<file path="config.mk">
export PLATFORM = sky130hd
export DESIGN_NAME = instruction_fetch
export DESIGN_NICKNAME = d
export VERILOG_FILES = /design/src/rtl/mips_pkg.sv /design/src/rtl/if_id_register.sv /design/src/rtl/instruction_fetch.sv
export SDC_FILE = /design/constraint.sdc
export NUM_CORES = 1
export LEC_CHECK = 0
export ABC_CLOCK_PERIOD_IN_PS = 2000
export BUFFER_PORTS_ARGS = -buffer_cell sky130_fd_sc_hd__buf_2
export CORE_MARGIN = 5
export CORE_UTILIZATION = 45
export CTS_CLUSTER_SIZE = 24
export DETAILED_ROUTE_END_ITERATION = 16
export PLACE_DENSITY_LB_ADDON = 0.12
export SYNTH_ARGS = -nofsm -noshare
export SYNTH_HDL_FRONTEND = slang
export SYNTH_SLANG_ARGS = --single-unit
</file>
<file path="constraint.sdc">
create_clock -name clk -period 2 [get_ports clk]
set_clock_uncertainty 0.2 [all_clocks]
set_input_delay 0.1 -clock clk [delete_from_list [all_inputs] [get_ports clk]]
set_output_delay 0.1 -clock clk [all_outputs]
set_load 0.01 [all_outputs]
</file>
<file path="src/rtl/mips_pkg.sv">
// Constants shared by the fetch stage and its IF/ID register.
package mips_pkg;
  localparam int          WORD_W           = 32;
  localparam logic [31:0] NOP_INSTR        = 32'h0000_0000;
  localparam logic [31:0] DEFAULT_RESET_PC = 32'h0000_0000;
  localparam logic [31:0] PC_INC           = 32'd4;
endpackage

</file>
<file path="src/rtl/if_id_register.sv">
// IF/ID pipeline register: captures fetched word, pc and pc+4 one cycle after the read.
// Holds while load_en is low; flush drops the valid bit and forces a NOP over any stall.
module if_id_register
  import mips_pkg::*;
(
  input  logic              clk,
  input  logic              reset,
  input  logic              load_en,
  input  logic              flush,
  input  logic [WORD_W-1:0] fetch_instr,
  input  logic [WORD_W-1:0] fetch_pc,
  input  logic [WORD_W-1:0] fetch_pc_plus4,
  output logic              valid,
  output logic [WORD_W-1:0] instr,
  output logic [WORD_W-1:0] pc,
  output logic [WORD_W-1:0] pc_plus4
);

  always_ff @(posedge clk) begin
    if (reset) begin
      valid    <= 1'b0;
      instr    <= NOP_INSTR;
      pc       <= '0;
      pc_plus4 <= '0;
    end else if (flush) begin
      // pc fields are left as-is; valid=0 already marks them meaningless
      valid <= 1'b0;
      instr <= NOP_INSTR;
    end else if (load_en) begin
      valid    <= 1'b1;
      instr    <= fetch_instr;
      pc       <= fetch_pc;
      pc_plus4 <= fetch_pc_plus4;
    end
  end

endmodule

</file>
<file path="src/rtl/instruction_fetch.sv">
// PC generation and fetch: imem_addr = pc, word lands in IF/ID next cycle (zero bubble).
// Fetch stalls only while IF/ID is valid and decode is not ready; redirects always win.
module instruction_fetch
  import mips_pkg::*;
#(
  parameter logic [31:0] RESET_PC   = DEFAULT_RESET_PC,
  parameter int          IMEM_WORDS = 256,
  parameter int          CNT_W      = 16
) (
  input  logic             clk,
  input  logic             reset,
  output logic [31:0]      imem_addr,
  input  logic [31:0]      imem_instr,
  input  logic             redirect_valid,
  input  logic [31:0]      redirect_target,
  output logic             if_valid,
  input  logic             id_ready,
  output logic [31:0]      if_instr,
  output logic [31:0]      if_pc,
  output logic [31:0]      if_pc_plus4,
  output logic             misalign_err,
  output logic             pc_oob,
  output logic [CNT_W-1:0] fetch_count
);

  localparam logic [29:0] WORD_LIMIT = 30'(IMEM_WORDS);

  logic [31:0] pc;
  logic [31:0] pc_plus4;
  logic        load_en;
  logic        transfer;

  assign imem_addr = pc;
  assign pc_plus4  = pc + PC_INC;
  assign transfer  = if_valid & id_ready;
  assign load_en   = ~if_valid | id_ready;
  assign pc_oob    = pc[31:2] >= WORD_LIMIT;

  always_ff @(posedge clk) begin
    if (reset) begin
      pc           <= RESET_PC;
      misalign_err <= 1'b0;
      fetch_count  <= '0;
    end else begin
      misalign_err <= redirect_valid & (|redirect_target[1:0]);
      // a transfer in the same cycle as a redirect was still consumed by decode
      if (transfer) fetch_count <= fetch_count + CNT_W'(1);
      if (redirect_valid)  pc <= {redirect_target[31:2], 2'b00};
      else if (load_en)    pc <= pc_plus4;
    end
  end

  if_id_register u_if_id (
    .clk           (clk),
    .reset         (reset),
    .load_en       (load_en),
    .flush         (redirect_valid),
    .fetch_instr   (imem_instr),
    .fetch_pc      (pc),
    .fetch_pc_plus4(pc_plus4),
    .valid         (if_valid),
    .instr         (if_instr),
    .pc            (if_pc),
    .pc_plus4      (if_pc_plus4)
  );

endmodule

</file>
==> flow_metrics.tcl, run 1 <==
set metrics [dict create \
    clock.fmax_ghz 0.4463 \
    setup_ws_ns -0.2407 \
    die_h_microns 126.4 \
    num-fill-cells 1108 \
    io_buffer_count 208 \
    cts_buffers 17 \
    totalWireLength_mm 19.45 \
    antenna_found_initial 1 \
    syn_avg_cell_area_sq_um 8.058 \
    synth.most_common_cell "nand2_1" \
    rsz0062_at_grt "yes" \
    area_growth_pct 47.16 \
    pre_cts_slack_ns -0.01535 \
    drv_slew 0 \
    placed_cells 1134 \
    yosysWarnings 0 \
    power_frac_comb_pct 14.2 \
    ant_nets 0 \
    critPathBufInv 2 \
    ios 215 \
    cp_slowest_cell "or4_1" \
    setup_viol 1 \
    nets 1123 \
    cts_sinks 140 \
    grt_pass1_vias 6390 \
    period_share_pct 112.0 \
    ys_ff_latch 140 \
    power_switching_mw 1.729 \
    cap_violations 0 \
    finalNonFillerCells 1236 \
    synth_commonest_cells "nand2_1 (155), dfxtp_1 (140), nor2_1 (81), a21oi_1 (76), a211oi_1 (44)" \
    synthFlopType "dfxtp_1" \
    dr_total_vias 6351 \
    gp_congestion 0.8610 \
    synth_top_area_cell "dfxtp_1" \
    worstPathArrival_ns 1.94 \
    p_clk_share_pct 41.9 \
    pwr-share-seq_pct 43.9 \
    fp.coreArea_sq_um 13240 \
    outcome "complete, but fails checks" \
    critPathKind "reg2out" \
    critPathRequiredTime_ns 1.70 \
    grt_pass1_wl_mm 31.81 \
    drtIter0Drc 384 \
    peakVddDrop_mv 0.4832 \
    row_count 42 \
    start_util_pct 46.06 \
    grt_usage_pct 24.19 \
    netlist.area_leader.share_pct 45.95 \
    synth.area.top_cells "dfxtp_1 (46%), nand2_1 (9.5%), a21oi_1 (6.2%), xor2_1 (5.6%), a211oi_1 (5.4%)" \
    seq_area_frac_synth_pct 45.95 \
    ys_async_sr_fraction_pct 0 \
    path_clk_slew_ns 0.06 \
    synth_area_sq_um 6100 \
    dieArea_sq_um 15980 \
    leakage_nw 3.936 \
    drc 0 \
    first_pass_iters 7 \
    wl_per_cell_microns 15.73 \
    min_path_type "in2reg" \
    synth-edff-count 0 \
    grt-ovfl-total 0 \
    maxSlewHeadroom_pct 60.42 \
    synth_cells 757 \
    clkLatencyLatePin_ns 0.42 \
    p_sw_share_pct 24.99 \
    finalHoldViolCount 2 \
    cts_tree "yes" \
    timing.hold.ws_ns -0.01196 \
    end_kind "output pin" \
    slowest_delay_ns 0.49 \
    htree_levels 4 \
    drive_gt1_share_pct 32.01 \
    period_needed_ns 2.241 \
    critPathMaxFanout 8 \
    violations "negative hold slack, negative setup slack" \
    cts.path.max_buffers 2 \
    crit_chain "buf_6 > nor4_4 > nand4_1 > or4_1 > buf_2" \
    critPathTopFamily "simple AND/OR/NAND/NOR gates" \
    routed_via_density 5.138 \
    die_x_microns 126.4 \
    yosysUniqueCellTypes 41 \
    internal_power_mw 5.191 \
    power_density_nw_per_um2 770.9 \
    finalPower_mw 6.920 \
    cts-root-buf "clkbuf_16" \
    tightest_slew_ns 0.5937 \
    grt_max_degree 108 \
    setup_tns_ns -0.2407 \
    dp_hpwl_mm 13.29 \
    startpoint_type "flip-flop" \
]
tightest hold or removal path: cells and delay by family:
kind	cells	cell delay, ns
and+or+nand+nor	1	0.13
buffers and inverters	2	0.33
worst paths after layout:
path	from	to	slack [ns]	cells past startpoint
worst max-delay path	imem_addr[20]	pc_oob	-0.24	5
worst min-delay path	reset	u_if_id.pc_plus4[2]	-0.01	3
worst max register to register	imem_addr[26]	u_if_id.pc_plus4[30]	0.01	5
worst min register to register	u_if_id.instr[31]	u_if_id.instr[31]	0.25	2
flip-flops by register name, summed over array words and instances (netlist names):
register / cells
fetch_count: 16
imem_addr: 30
u_if_id.valid: 1
u_if_id.pc_plus4: 30
u_if_id.instr: 32
misalign_err: 1
u_if_id.pc: 30
power by group through the flow:
stage,clock network (mW),registers (mW),logic [mW]
2_1_floorplan,0,3.14,0.406
3_3_place_gp,0,3.08,0.831
3_5_place_dp,0,3.08,0.844
4_1_cts,2.95,3.03,0.977
5_1_grt,3.07,3.05,1.08
6_report,2.90,3.04,0.983
cells in the final DEF, fill, tap and decap left out, types with 3 or more instances in the layout:
cell	instances
a211oi_1	44
a21oi_1	76
a311oi_1	3
and3_1	5
and4_1	4
buf_2	207
buf_4	57
buf_6	7
clkbuf_16	17
clkbuf_8	4
conb_1	6
dfxtp_1	129
dfxtp_2	11
dlygate4sd3_1	69
inv_1	6
nand2_1	155
nand3_1	29
nand4_1	16
nor2_1	79
nor3_1	14
nor3_2	3
nor4_2	4
nor4_4	5
o21ai_0	5
or2_2	3
or3_1	5
xnor2_1	24
xor2_1	39
timing repair:
item | 4_1_cts | 5_1_grt
gates resized for setup | 20 | 19
endpoints found under the hold margin | 66 | 0
pin swaps | 3 | 4
hold buffers | 69 | 0
setup endpoints to repair | 3 | 33
buffers inserted | 2 | 4
layout make-up:
cell class | count | area (sq um) | share of cell area, %
timing repair buffer | 342 | 2273 | 25.33
tap | 176 | 220.2 | 2.453
inverter | 7 | 26.28 | 0.2927
sequential | 140 | 2816 | 31.38
antenna | 1 | 2.502 | 0.02788
multi-input combinational | 544 | 3109 | 34.64
clock buffer | 23 | 488.0 | 5.436
clock inverter | 3 | 40.04 | 0.4461
through the flow:
stage                     util (%)  instance area (sq um)  hold WS (ns)
after floorplan                  -                   6146       0.04045
after global placement       57.03                   7552        0.1366
after detailed placement     57.03                   7552        0.1370
after CTS                    66.96                   8867      0.006616
after global routing         67.78                   8976       0.03861
final                        67.78                   8976      -0.01196
cell families after synthesis:
group,share of synthesized area [%]
AOI/OAI and AO/OA,13.21
xor gates and xnor gates,9.046
adders and majority gates,0.6155
buffers and inverters,5.579
DFF,45.95
muxes,0.3282
other,0.06148
and+or+nand+nor,25.21
metal layers:
metal / part of all wire [%] / global-route usage [%] / routed length, microns
met5: 0 / 0 / 0
met4: 3.0 / 10.60 / 580
met3: 8.3 / 6.557 / 1619
met2: 48 / 40.19 / 9402
met1: 40 / 29.40 / 7842
(Power assumes the default switching activity.)
==> run 2: changes to the inputs <==
==> constraint.sdc (replaced) <==
create_clock -name clk -period 2 [get_ports clk]
set_clock_uncertainty 0.2 [all_clocks]
set_input_delay 0.3 -clock clk [delete_from_list [all_inputs] [get_ports clk]]
set_output_delay 0.3 -clock clk [all_outputs]
set_load 0.01 [all_outputs]
==> run 2 against run 1 <==
Net effect:
- the run ends with negative setup slack left
- die area stayed put
- clock power is 2% lower
- routed wire length hardly changed
- clock-buffer cell count is 1 higher
- core utilization hardly changed
- design area hardly changed
==> flow_metrics.tcl, run 2 (synthesized netlist as in run 1, its figures left out) <==
set metrics [dict create \
    outcome "complete, but fails checks" \
    violations "negative setup slack" \
    worstReg2RegEnd "imem_addr[29]" \
    period_needed_ns 2.335 \
    wl_per_cell_microns 15.75 \
    setup_ws_ns -0.3346 \
    io_buffer_count 208 \
    ios 215 \
    worstSetupEndpoint "pc_oob" \
    htree_levels 4 \
    path_clk_slew_ns 0.06 \
    nets 1119 \
    worstPathArrival_ns 1.83 \
    dr_total_vias 6265 \
    row_count 42 \
    min_path_type "in2reg" \
    end_kind "output pin" \
    grt_max_degree 59 \
    period_share_pct 116.7 \
    clock.fmax_ghz 0.4283 \
    antenna_found_initial 1 \
    cts_tree "yes" \
    p_sw_share_pct 25.73 \
    grt_usage_pct 23.61 \
    drv_slew 0 \
    power_switching_mw 1.763 \
    finalHoldViolCount 0 \
    r2r-start "imem_addr[24]" \
    r2r_slack_ns 0.04 \
    cts_sinks 140 \
    internal_power_mw 5.088 \
    ant_nets 0 \
    critPathMaxFanout 3 \
    maxSlewHeadroom_pct 57.04 \
    grt_pass1_vias 6248 \
    critPathKind "reg2out" \
    cts-root-buf "clkbuf_16" \
    regMostFlops "u_if_id.instr" \
    clkLatencyLatePin_ns 0.42 \
    placed_cells 1140 \
    power_frac_comb_pct 14.2 \
    r2r_cells 6 \
    timing.hold.ws_ns 0.02241 \
    finalNonFillerCells 1235 \
    leakage_nw 3.934 \
    p_clk_share_pct 41.4 \
    tightest_slew_ns 0.6437 \
    peakVddDrop_mv 0.5873 \
    final_cell_mix "buf_2 (206), nand2_1 (155), dfxtp_1 (122), nor2_1 (80), a21oi_1 (76)" \
    start_util_pct 46.06 \
    cts_buffers 17 \
    cap_violations 0 \
    drive_gt1_share_pct 33.43 \
    die_x_microns 126.4 \
    setup_viol 1 \
    largest_reg_flops 32 \
    grt-ovfl-total 0 \
    routed_via_density 5.073 \
    dieArea_sq_um 15980 \
    num-fill-cells 1102 \
    final_common_cell "buf_2" \
    critPathRequiredTime_ns 1.50 \
    drc 0 \
    crit_path_start "imem_addr[17]" \
    startpoint_type "flip-flop" \
    first_pass_iters 5 \
    n_antenna_cell 0 \
    die_h_microns 126.4 \
    totalWireLength_mm 19.45 \
    pre_cts_slack_ns -0.06636 \
    power_density_nw_per_um2 762.7 \
    rsz0062_at_grt "yes" \
    gp_congestion 0.8577 \
    grt_pass1_wl_mm 30.91 \
    dp_hpwl_mm 13.59 \
    pwr-share-seq_pct 44.5 \
    fp.coreArea_sq_um 13240 \
    cts.path.max_buffers 2 \
    drtIter0Drc 307 \
    area_growth_pct 47.24 \
]
==> run 2: layout make-up <==
cell class / count / area (sq um) / area share, %
clock inverters: 6 / 38.79 / 0.4319
multi-input cells: 545 / 3141 / 34.97
repair buffers: 337 / 2236 / 24.90
well taps: 176 / 220.2 / 2.452
flip-flops and latches: 140 / 2828 / 31.49
clock buffers: 24 / 491.7 / 5.475
inverters: 7 / 26.28 / 0.2926
==> run 2: timing repair <==
action	CTS	global route
setup buffers	0	3
pin swaps	2	10
hold endpoints to repair	61	0
gates resized for setup	8	37
endpoints found under the setup margin	4	32
gates cloned	0	1
hold buffers	62	0
==> run 2: layer usage <==
layer	wire (microns)	vias up	global-route usage (%)	share of wire, %
met5	11	-	0	0.057
met4	388	2	9.148	2.0
met3	1474	30	7.356	7.6
met2	9551	201	39.69	49
met1	8023	2903	28.20	41
li1	-	3129	-	-
==> run 2: how the worst min path moves through the flow <==
stage,slack [ns],cells past startpoint,start,to
2_1_floorplan,0.24,2,imem_instr[0],u_if_id.instr[0]
3_3_place_gp,0.24,2,u_if_id.instr[10],u_if_id.instr[10]
3_5_place_dp,0.24,2,u_if_id.instr[8],u_if_id.instr[8]
4_1_cts,0.005,3,redirect_target[14],imem_addr[14]
5_1_grt,0.02,3,redirect_target[26],imem_addr[26]
6_report,0.02,3,redirect_target[14],imem_addr[14]
==> run 2: power groups by stage <==
stage / logic, mW / clock network, mW / registers, mW
2_1_floorplan: 0.406 / 0 / 3.14
3_3_place_gp: 0.848 / 0 / 3.07
3_5_place_dp: 0.863 / 0 / 3.08
4_1_cts: 0.963 / 2.88 / 3.03
5_1_grt: 1.07 / 3.01 / 3.06
6_report: 0.972 / 2.83 / 3.05
==> run 2: metrics by stage <==
stage | power, mW | area (sq um) | setup TNS, ns | util, %
detailed placement | 3.945 | 7635 | -0.06740 | 57.65
floorplan | 3.550 | 6146 | -0.09389 | -
CTS | 6.871 | 8818 | -0.3964 | 66.59
global route | 7.134 | 8981 | -0.8149 | 67.82
global placement | 3.923 | 7635 | -0.05388 | 57.65
finish | 6.850 | 8981 | -0.3346 | 67.82
==> run 2: worst max-delay path, cell delays in order, from the launching register on <==
cell,delay (ns)
dfxtp_2,0.33
or4_1,0.52
or4_4,0.43
buf_6,0.14
